==> config.mk <==
export PLATFORM = sky130hd
export DESIGN_NAME = dvp_capture
export DESIGN_NICKNAME = d
export VERILOG_FILES = /design/src/rtl/cam_pkg.sv /design/src/rtl/dvp_edge.sv /design/src/rtl/dvp_capture.sv
export SDC_FILE = /design/constraint.sdc
export NUM_CORES = 1
export LEC_CHECK = 0
export CORE_UTILIZATION = 30
export CTS_BUF_LIST = sky130_fd_sc_hd__clkbuf_8
export DETAILED_ROUTE_END_ITERATION = 10
export SKIP_CTS_REPAIR_TIMING = 1
export SLEW_MARGIN = 20
export SYNTH_ARGS = -nofsm -noshare
export SYNTH_HDL_FRONTEND = slang
export SYNTH_SLANG_ARGS = --single-unit
==> constraint.sdc <==
create_clock -name clk -period 3.1 [get_ports clk]
set_input_delay 0.465 -clock clk [delete_from_list [all_inputs] [get_ports clk]]
set_output_delay 0.465 -clock clk [all_outputs]
set_load 0.01 [all_outputs]
==> src/rtl/cam_pkg.sv <==
// Shared camera types: capture FSM states, RGB565 pixel and default active geometry.
// Used by the DVP capture front end and the downstream sync generator.
package cam_pkg;

    localparam int CAM_H_ACT = 1280;
    localparam int CAM_V_ACT = 720;

    typedef enum logic [1:0] {
        CAP_SKIP   = 2'd0,
        CAP_WAIT   = 2'd1,
        CAP_STREAM = 2'd2
    } cap_state_t;

    typedef struct packed {
        logic [4:0] r;
        logic [5:0] g;
        logic [4:0] b;
    } rgb565_t;

endpackage

==> src/rtl/dvp_edge.sv <==
// Two-flop sampler of one DVP control line with rise/fall detect; rise/fall valid 1 clk after the pin.
// No backpressure: free-running every pixel clock.
module dvp_edge (
    input  logic clk,
    input  logic rst,
    input  logic i_sig,
    output logic o_d1,
    output logic o_d2,
    output logic o_rise,
    output logic o_fall
);

    logic r_d1;
    logic r_d2;

    always_ff @(posedge clk or posedge rst) begin
        if (rst) begin
            r_d1 <= 1'b0;
            r_d2 <= 1'b0;
        end else begin
            r_d1 <= i_sig;
            r_d2 <= r_d1;
        end
    end

    assign o_d1   = r_d1;
    assign o_d2   = r_d2;
    assign o_rise = r_d1 & ~r_d2;
    assign o_fall = ~r_d1 & r_d2;

endmodule

==> src/rtl/dvp_capture.sv <==
// DVP byte-pair capture to RGB565 with startup frame skip and line/frame geometry checks.
// Pixel out 2 clk after its second byte at the pins; no backpressure, the sensor cannot be stalled.
module dvp_capture
    import cam_pkg::*;
#(
    parameter int H_ACT       = CAM_H_ACT,
    parameter int V_ACT       = CAM_V_ACT,
    parameter int SKIP_FRAMES = 10
) (
    input  logic        clk,
    input  logic        rst,
    input  logic        enable,
    input  logic [7:0]  cam_data,
    input  logic        cam_href,
    input  logic        cam_vsync,
    output logic [15:0] pix_data,
    output logic        pix_valid,
    output logic        out_href,
    output logic        out_vsync,
    output logic        streaming,
    output logic        line_err,
    output logic        frame_err,
    output logic [7:0]  err_cnt
);

    localparam int PW = $clog2(H_ACT + 1);
    localparam int LW = $clog2(V_ACT + 1);
    localparam int SW = $clog2(SKIP_FRAMES + 2);

    logic [7:0]    r_data_d1;
    logic [7:0]    r_hi;
    logic          w_href_d1, w_href_d2, w_href_rise, w_href_fall;
    logic          w_vs_d1_unused, w_vs_d2, w_vs_rise, w_vs_fall_unused;
    cap_state_t    r_state, w_state_nxt;
    logic [SW-1:0] r_skip_cnt;
    logic [PW-1:0] r_pix_cnt;
    logic [LW-1:0] r_line_cnt, w_line_cmp;
    logic          r_phase, w_phase, w_stream, r_first;
    logic          w_line_err, w_frame_err;
    rgb565_t       r_pix;
    logic          r_pix_vld, r_out_href, r_out_vsync, r_line_err, r_frame_err;
    logic [7:0]    r_err_cnt;
    logic [8:0]    w_err_sum;

    dvp_edge u_href_edge (
        .clk    (clk),
        .rst    (rst),
        .i_sig  (cam_href),
        .o_d1   (w_href_d1),
        .o_d2   (w_href_d2),
        .o_rise (w_href_rise),
        .o_fall (w_href_fall)
    );

    dvp_edge u_vsync_edge (
        .clk    (clk),
        .rst    (rst),
        .i_sig  (cam_vsync),
        .o_d1   (w_vs_d1_unused),
        .o_d2   (w_vs_d2),
        .o_rise (w_vs_rise),
        .o_fall (w_vs_fall_unused)
    );

    assign w_stream = (r_state == CAP_STREAM);
    assign w_phase  = w_href_rise ? 1'b0 : r_phase;
    // A line ending in the same cycle as vsync still counts toward this frame.
    assign w_line_cmp = (w_href_fall && (r_line_cnt != {LW{1'b1}})) ? r_line_cnt + 1'b1 : r_line_cnt;
    assign w_err_sum  = {1'b0, r_err_cnt} + {8'd0, w_line_err} + {8'd0, w_frame_err};

    always_ff @(posedge clk or posedge rst) begin
        if (rst) begin
            r_state <= CAP_SKIP;
        end else begin
            r_state <= w_state_nxt;
        end
    end

    always_comb begin
        w_state_nxt = r_state;
        w_line_err  = 1'b0;
        w_frame_err = 1'b0;
        case (r_state)
            CAP_SKIP: begin
                if ((r_skip_cnt == SW'(SKIP_FRAMES)) && enable) w_state_nxt = CAP_WAIT;
            end
            CAP_WAIT: begin
                if (w_vs_rise && enable) w_state_nxt = CAP_STREAM;
            end
            CAP_STREAM: begin
                if (w_vs_rise && !enable) w_state_nxt = CAP_WAIT;
                w_line_err  = w_href_fall && ((r_pix_cnt != PW'(H_ACT)) || r_phase);
                w_frame_err = w_vs_rise && !r_first && (w_line_cmp != LW'(V_ACT));
            end
            default: w_state_nxt = CAP_SKIP;
        endcase
    end

    always_ff @(posedge clk or posedge rst) begin
        if (rst) begin
            r_data_d1   <= 8'd0;
            r_hi        <= 8'd0;
            r_phase     <= 1'b0;
            r_pix       <= '0;
            r_pix_vld   <= 1'b0;
            r_pix_cnt   <= '0;
            r_line_cnt  <= '0;
            r_skip_cnt  <= '0;
            r_first     <= 1'b0;
            r_out_href  <= 1'b0;
            r_out_vsync <= 1'b0;
            r_line_err  <= 1'b0;
            r_frame_err <= 1'b0;
            r_err_cnt   <= 8'd0;
        end else begin
            r_data_d1 <= cam_data;
            r_pix_vld <= 1'b0;
            if (w_href_d1) begin
                r_phase <= ~w_phase;
                if (!w_phase) begin
                    r_hi <= r_data_d1;
                end else begin
                    r_pix     <= {r_hi, r_data_d1};
                    r_pix_vld <= w_stream;
                    if (r_pix_cnt != {PW{1'b1}}) r_pix_cnt <= r_pix_cnt + 1'b1;
                end
            end
            if (w_href_rise) r_pix_cnt <= '0;
            r_line_cnt <= w_vs_rise ? '0 : w_line_cmp;
            if ((r_state == CAP_SKIP) && w_vs_rise && (r_skip_cnt != SW'(SKIP_FRAMES)))
                r_skip_cnt <= r_skip_cnt + 1'b1;
            // The frame that opens streaming has no trusted predecessor to judge.
            if (!w_stream && (w_state_nxt == CAP_STREAM))
                r_first <= 1'b1;
            else if (w_stream && w_vs_rise)
                r_first <= 1'b0;
            r_out_href  <= w_href_d2 & w_stream;
            r_out_vsync <= w_vs_d2 & w_stream;
            r_line_err  <= w_line_err;
            r_frame_err <= w_frame_err;
            r_err_cnt   <= w_err_sum[8] ? 8'hFF : w_err_sum[7:0];
        end
    end

    assign pix_data  = r_pix;
    assign pix_valid = r_pix_vld;
    assign out_href  = r_out_href;
    assign out_vsync = r_out_vsync;
    assign streaming = w_stream;
    assign line_err  = r_line_err;
    assign frame_err = r_frame_err;
    assign err_cnt   = r_err_cnt;

endmodule

; Word level (Yosys, flattened, before mapping)
; Index checks and enable logic that the tools add are counted.
[op_classes]
bitwise = 9
addsub = 5
eq_ne = 9
n_lt_le_gt_ge = 0
muxes = 18
n_shift = 0
n_reduce_logical = 23
n_mul = 0
div = 0
[op_table]
columns = cell, n
row1 = 2-to-1 mux 11 bit, 4
row2 = inequality test 11 bit (second input constant), 2
row3 = 2-to-1 mux 10 bit, 2
row4 = inequality test 10 bit (second input constant), 2
row5 = adder 11 x 1 -> 11 bit (second input constant), 1
row6 = logical AND 1 bit, 11
row7 = adder 10 x 1 -> 10 bit (second input constant), 1
row8 = adder 8 x 1 -> 9 bit, 1
row9 = adder 9 x 1 -> 9 bit, 1
row10 = 2-to-1 mux 8 bit, 1
row11 = nonzero test 2 bit, 4
row12 = 2-to-1 mux 1 bit, 7
row13 = 2-to-1 mux 2 bit, 3
row14 = case mux 2 bit (3 select lines), 1
row15 = AND 1 bit, 5
row16 = adder 4 x 1 -> 4 bit (second input constant), 1
row17 = == test 2 bit (second input constant), 2
row18 = == test 4 bit (second input constant), 1
row19 = inequality test 4 bit (second input constant), 1
row20 = NOT 1 bit, 4
row21 = AND reduction 2 bit, 2
row22 = logical NOT 1 bit, 3
row23 = AND reduction 3 bit, 1
row24 = == test 2 x 1 -> 1 bit (second input constant), 1
row25 = 2 further kinds, 2
[totals]
register_bits = 78
mem_bits_ro = 0
word_cells = 85
in_bits = 13
mem_bits_rw = 0
output_inout_bits = 30
latch_bits = 0
n_memories = 0

; Logic depth before layout (Yosys ltp)
[logic_depth]
depth_word = 9
depth_mapped = 13

; Cells and area by module
; From an unflattened synthesis, not the netlist that was laid out.
[unflattened]
hier_cells = 288
hier_area_um2 = 3454.6
[modules_own_cells]
columns = mod, cells_each, area_each_um2, n_inst
row1 = dvp_capture, 278, 3316.9, 1
row2 = dvp_edge, 5, 68.8, 2

; Least setup slack after synthesis
; No wires, ideal clock.
[synth_path]
path_kind = register to register
start = register u_href_edge.r_d1, in the netlist u_href_edge.o_d1
end = register r_err_cnt[4], in the netlist err_cnt[4]
setup_slack_ns = 0.013
arrival_time_ns = 2.960
stages_incl_launch_ff = 13
n_path_buf = 0
setup_time_ns = 0.127
path_cell_list = dfrtp_1 -> nand3b_4 -> or3_4 -> or3_4 -> xor2_1 -> a2111oi_2 -> or4_1 -> fa_1 -> inv_1 -> ha_1 -> nand3_1 -> xor2_1 -> nand2_1
[synth_via]
elab_chain_cells = 9
[synth_lines]
columns = element, line
row1 = from (decl), dvp_edge.sv:13  ; logic r_d1;
row2 = from (signal assigned), dvp_edge.sv:21  ; r_d1 <= i_sig;
row3 = NOT 1 bit (*), dvp_edge.sv:29  ; assign o_fall = ~r_d1 & r_d2;
row4 = AND 1 bit (*), dvp_edge.sv:29
row5 = branches (longest 5 deep; another with adder 8 x 1 -> 9 bit), -
row6 = adder 9 x 1 -> 9 bit (*), dvp_capture.sv:69  ; assign w_err_sum = {1'b0, r_err_cnt} + {8'd0, w_line_err} + {8'd0, w_frame_err};
row7 = 2-to-1 mux 8 bit (*), dvp_capture.sv:141  ; r_err_cnt <= w_err_sum[8] ? 8'hFF : w_err_sum[7:0];
row8 = to (signal assigned), dvp_capture.sv:141
row9 = to (decl), dvp_capture.sv:42  ; logic [7:0] r_err_cnt;
; Every way passes the cells marked *.
; A chain may end at the register's enable or synchronous reset.

; Final worst setup path
[layout_path]
start = register u_href_edge.r_d1, in the netlist u_href_edge.o_d1
end = register r_err_cnt[7], in the netlist err_cnt[7]
; Same word-level chain as after synthesis.

==> impl_metrics.tcl <==
set metrics [dict create \
    max_slew_margin_pct 43.29 \
    pre_cts_ws_ns -0.1623 \
    fmax_mhz 320.5 \
    crit_required_ns 3.35 \
    die_h_um 109.3 \
    setup_ws_ns -0.02035 \
    ir_worst_vdd_mv 0.3128 \
    grt_usage_pct 12.62 \
    swShare_pct 31.36 \
    grt_pass1_wl_um 11750 \
    drive_gt1_share_pct 22.16 \
    synth_area_leaders "dfrtp_1 56%, mux2_2 8.1%, nor2_1 3.5%" \
    violations "setup timing" \
    cts_root_buffer "clkbuf_8" \
    remaining_drc_errors 0 \
    place_hpwl_um 4761 \
    place_congestion 0.8512 \
    status "complete, but fails checks" \
    io_buffers 42 \
    hold_start "u_vsync_edge.o_d1$_DFF_PP0_" \
    arrival_ns 3.37 \
    num-fill-cells 1081 \
    htreeDepth 3 \
    drt-total-wl_um 6917 \
    synth_edf_count 0 \
    synth_top_cell_area_share_pct 56.46 \
    core-area_um2 11030 \
    cp_slowest_cell "or4_4" \
    ys_warn_count 0 \
    drt_first_pass_iters 4 \
    end_kind "flip-flop" \
    max_slew.worst_pin.slew_ns 0.8488 \
    hold_path.class "reg2reg" \
    grt_max_degree 56 \
    ys_seq_area_share_pct 56.46 \
    finClkSkew_ns 0.008132 \
    powerDensity_nw_per_um2 605.5 \
    multi_input_area_um2 1484 \
    wire_per_inst_um 13.33 \
    cts_buffers 9 \
    hold_viol_final 0 \
    cellLeakagePower_uw 0.001951 \
    placed_cell_area_um2 4207 \
    avgSynthCellArea_um2 11.41 \
    critPathLaunchType "flip-flop" \
    diodes 0 \
    synthDistinctLibCells 44 \
    cp_slowest_stage_delay_ns 0.43 \
    drt_iter0_drc 110 \
    ys_ff_latch 78 \
    drv_cap 0 \
    rows 38 \
    ant_nets 0 \
    rsz0062_at_grt "yes" \
    synth_nets 323 \
    power.share.clock_pct 28.2 \
    startpoint "u_href_edge.o_d1$_DFF_PP0_" \
    synthArstFlopShare_pct 100.0 \
    syn_to_final_growth_pct 29.39 \
    antenna_found_initial 0 \
    power_frac_comb_pct 22.9 \
    critPathKind "reg2reg" \
    internal_power_uw 1859 \
    switching_power_uw 849.3 \
    routed_via_density 4.736 \
    finalSetupViolCount 2 \
    design_area_um2 4473 \
    min_period_ns 3.120 \
    pin_count 43 \
    period_share_pct 100.7 \
    start_util_pct 31.34 \
    cts_buffer_depth 2 \
    synth_area_um2 3457 \
    worstPathCellList "nand3b_4 > or3_4 > or3_4 > xor2_4 > a2111oi_4 > or4_4 > fa_2 > nor2b_2 > nand3_1 > a21oi_1 > mux2i_1" \
    synth_cells 303 \
    path_max_fanout 4 \
    final_common_cell "dfrtp_1" \
    clk_pin_slew_ns 0.09 \
    vias 2458 \
    grt_pass1_vias 2457 \
    clock_sinks 78 \
    clock_latency_ns 0.36 \
    overflow 0 \
    cts_tree "yes" \
    seqCellArea_um2 1953 \
    finalNetCount 394 \
    die_w_um 109.3 \
    final_cell_mix "77 x dfrtp_1, 42 x clkdlybuf4s50_1, 32 x nor2_1, 25 x mux2_2, 25 x buf_4" \
    dieArea_um2 11960 \
    synth-main-ff-cell "dfrtp_1" \
    synth_area_leader_cell "dfrtp_1" \
    regToRegStartpoint "u_href_edge.o_d1$_DFF_PP0_" \
    slew_viol_final 0 \
    cp_common_cell "or3_4" \
    seqPwrFrac_pct 48.9 \
]
[logic make-up (layout without fill, tap and decap cells)]
logic type                 Yosys count  in the layout  share of synthesized area [%]
and+or+nand+nor                    121            121                          18.64
buffers and inverters               18             94                          2.208
xor gates and xnor gates            19             19                          4.814
adders and majority gates            7              7                          2.751
DFF                                 78             78                          56.46
AOI/OAI and AO/OA                   33             33                          6.406
muxes                               27             27                          8.722
[sequential cells by signal (all words and copies together) (netlist names), 2 cells and up]
| signal | count |
|---|---|
| r_pix_cnt | 11 |
| r_state | 2 |
| r_line_cnt | 10 |
| r_hi | 8 |
| r_skip_cnt | 4 |
| err_cnt | 8 |
| r_data_d1 | 8 |
| pix_data | 16 |
[power groups by stage]
stage               logic (uW)  registers, uW  clock network (uW)
floorplan                  283           1350                   0
global route               682           1350                 831
global placement           607           1330                   0
finish                     620           1330                 763
detailed placement         613           1340                   0
CTS                        619           1320                 784
[routing by layer]
layer	vias to the layer above	GRT usage (%)	share of wire, %
met5	-	0	0
li1	1200	-	-
met1	1214	17.45	49
met3	10	3.260	3.5
met2	34	18.69	46
met4	0	5.333	1.4
[stage by stage]
step | TNS [ns] | util, % | total power, uW | std cells | hold WS (ns)
final | -0.03228 | 40.55 | 2708 | 519 | 0.4087
after CTS | -1.280 | 39.90 | 2723 | 517 | 0.4046
after global placement | -0.3908 | 38.14 | 1938 | 501 | 0.3826
after detailed placement | -1.018 | 38.14 | 1950 | 501 | 0.3953
after floorplan | 0 | - | 1632 | 303 | 0.3677
after global routing | -0.7888 | 40.55 | 2864 | 519 | 0.4333
[Yosys cell counts, types with 2 or more instances]
master,number
nor2b_1,7
nor3_1,4
a31oi_1,2
xor2_1,12
o21ai_0,9
ha_1,6
dfrtp_1,78
nor4_1,4
and3_1,6
o22ai_1,3
nand3_1,14
or4_1,3
clkbuf_1,5
nand2b_1,4
mux2_2,25
or3_4,2
and4_1,5
a21oi_1,10
mux2i_1,2
xnor2_1,7
nand4_1,8
nand2_1,23
nor2_1,32
inv_1,10
and2_1,3
[critical path: cells and delay by family, from the launching register on]
family | cells | cell delay (ns)
AOI/OAI and AO/OA | 2 | 0.22
xor gates and xnor gates | 1 | 0.19
adders and majority gates | 1 | 0.37
DFF | 1 | 0.38
muxes | 1 | 0.09
and+or+nand+nor | 6 | 1.75
[path summary, 6_finish.rpt]
kind                                               endpoint  slack (ns)  depth (start not counted)
worst min-delay path            u_vsync_edge.o_d2$_DFF_PP0_        0.41                          0
worst max register to register         err_cnt[7]$_DFF_PP0_       -0.02                         11
min in group asynchronous              err_cnt[3]$_DFF_PP0_        0.46                          2
worst max-delay path                   err_cnt[7]$_DFF_PP0_       -0.02                         11
max in group asynchronous           r_line_cnt[0]$_DFF_PP0_        1.95                          3
worst min register to register  u_vsync_edge.o_d2$_DFF_PP0_        0.41                          0
[cell type report]
class	instances	area share, %
Inverter	10	0.8392
Clock inverter	7	1.594
Timing Repair Buffer	68	14.04
Clock buffer	9	2.769
Sequential cell	78	43.66
Multi-Input combinational cell	207	33.17
Tap cell	140	3.916
Power figures use the tool's default switching activity.
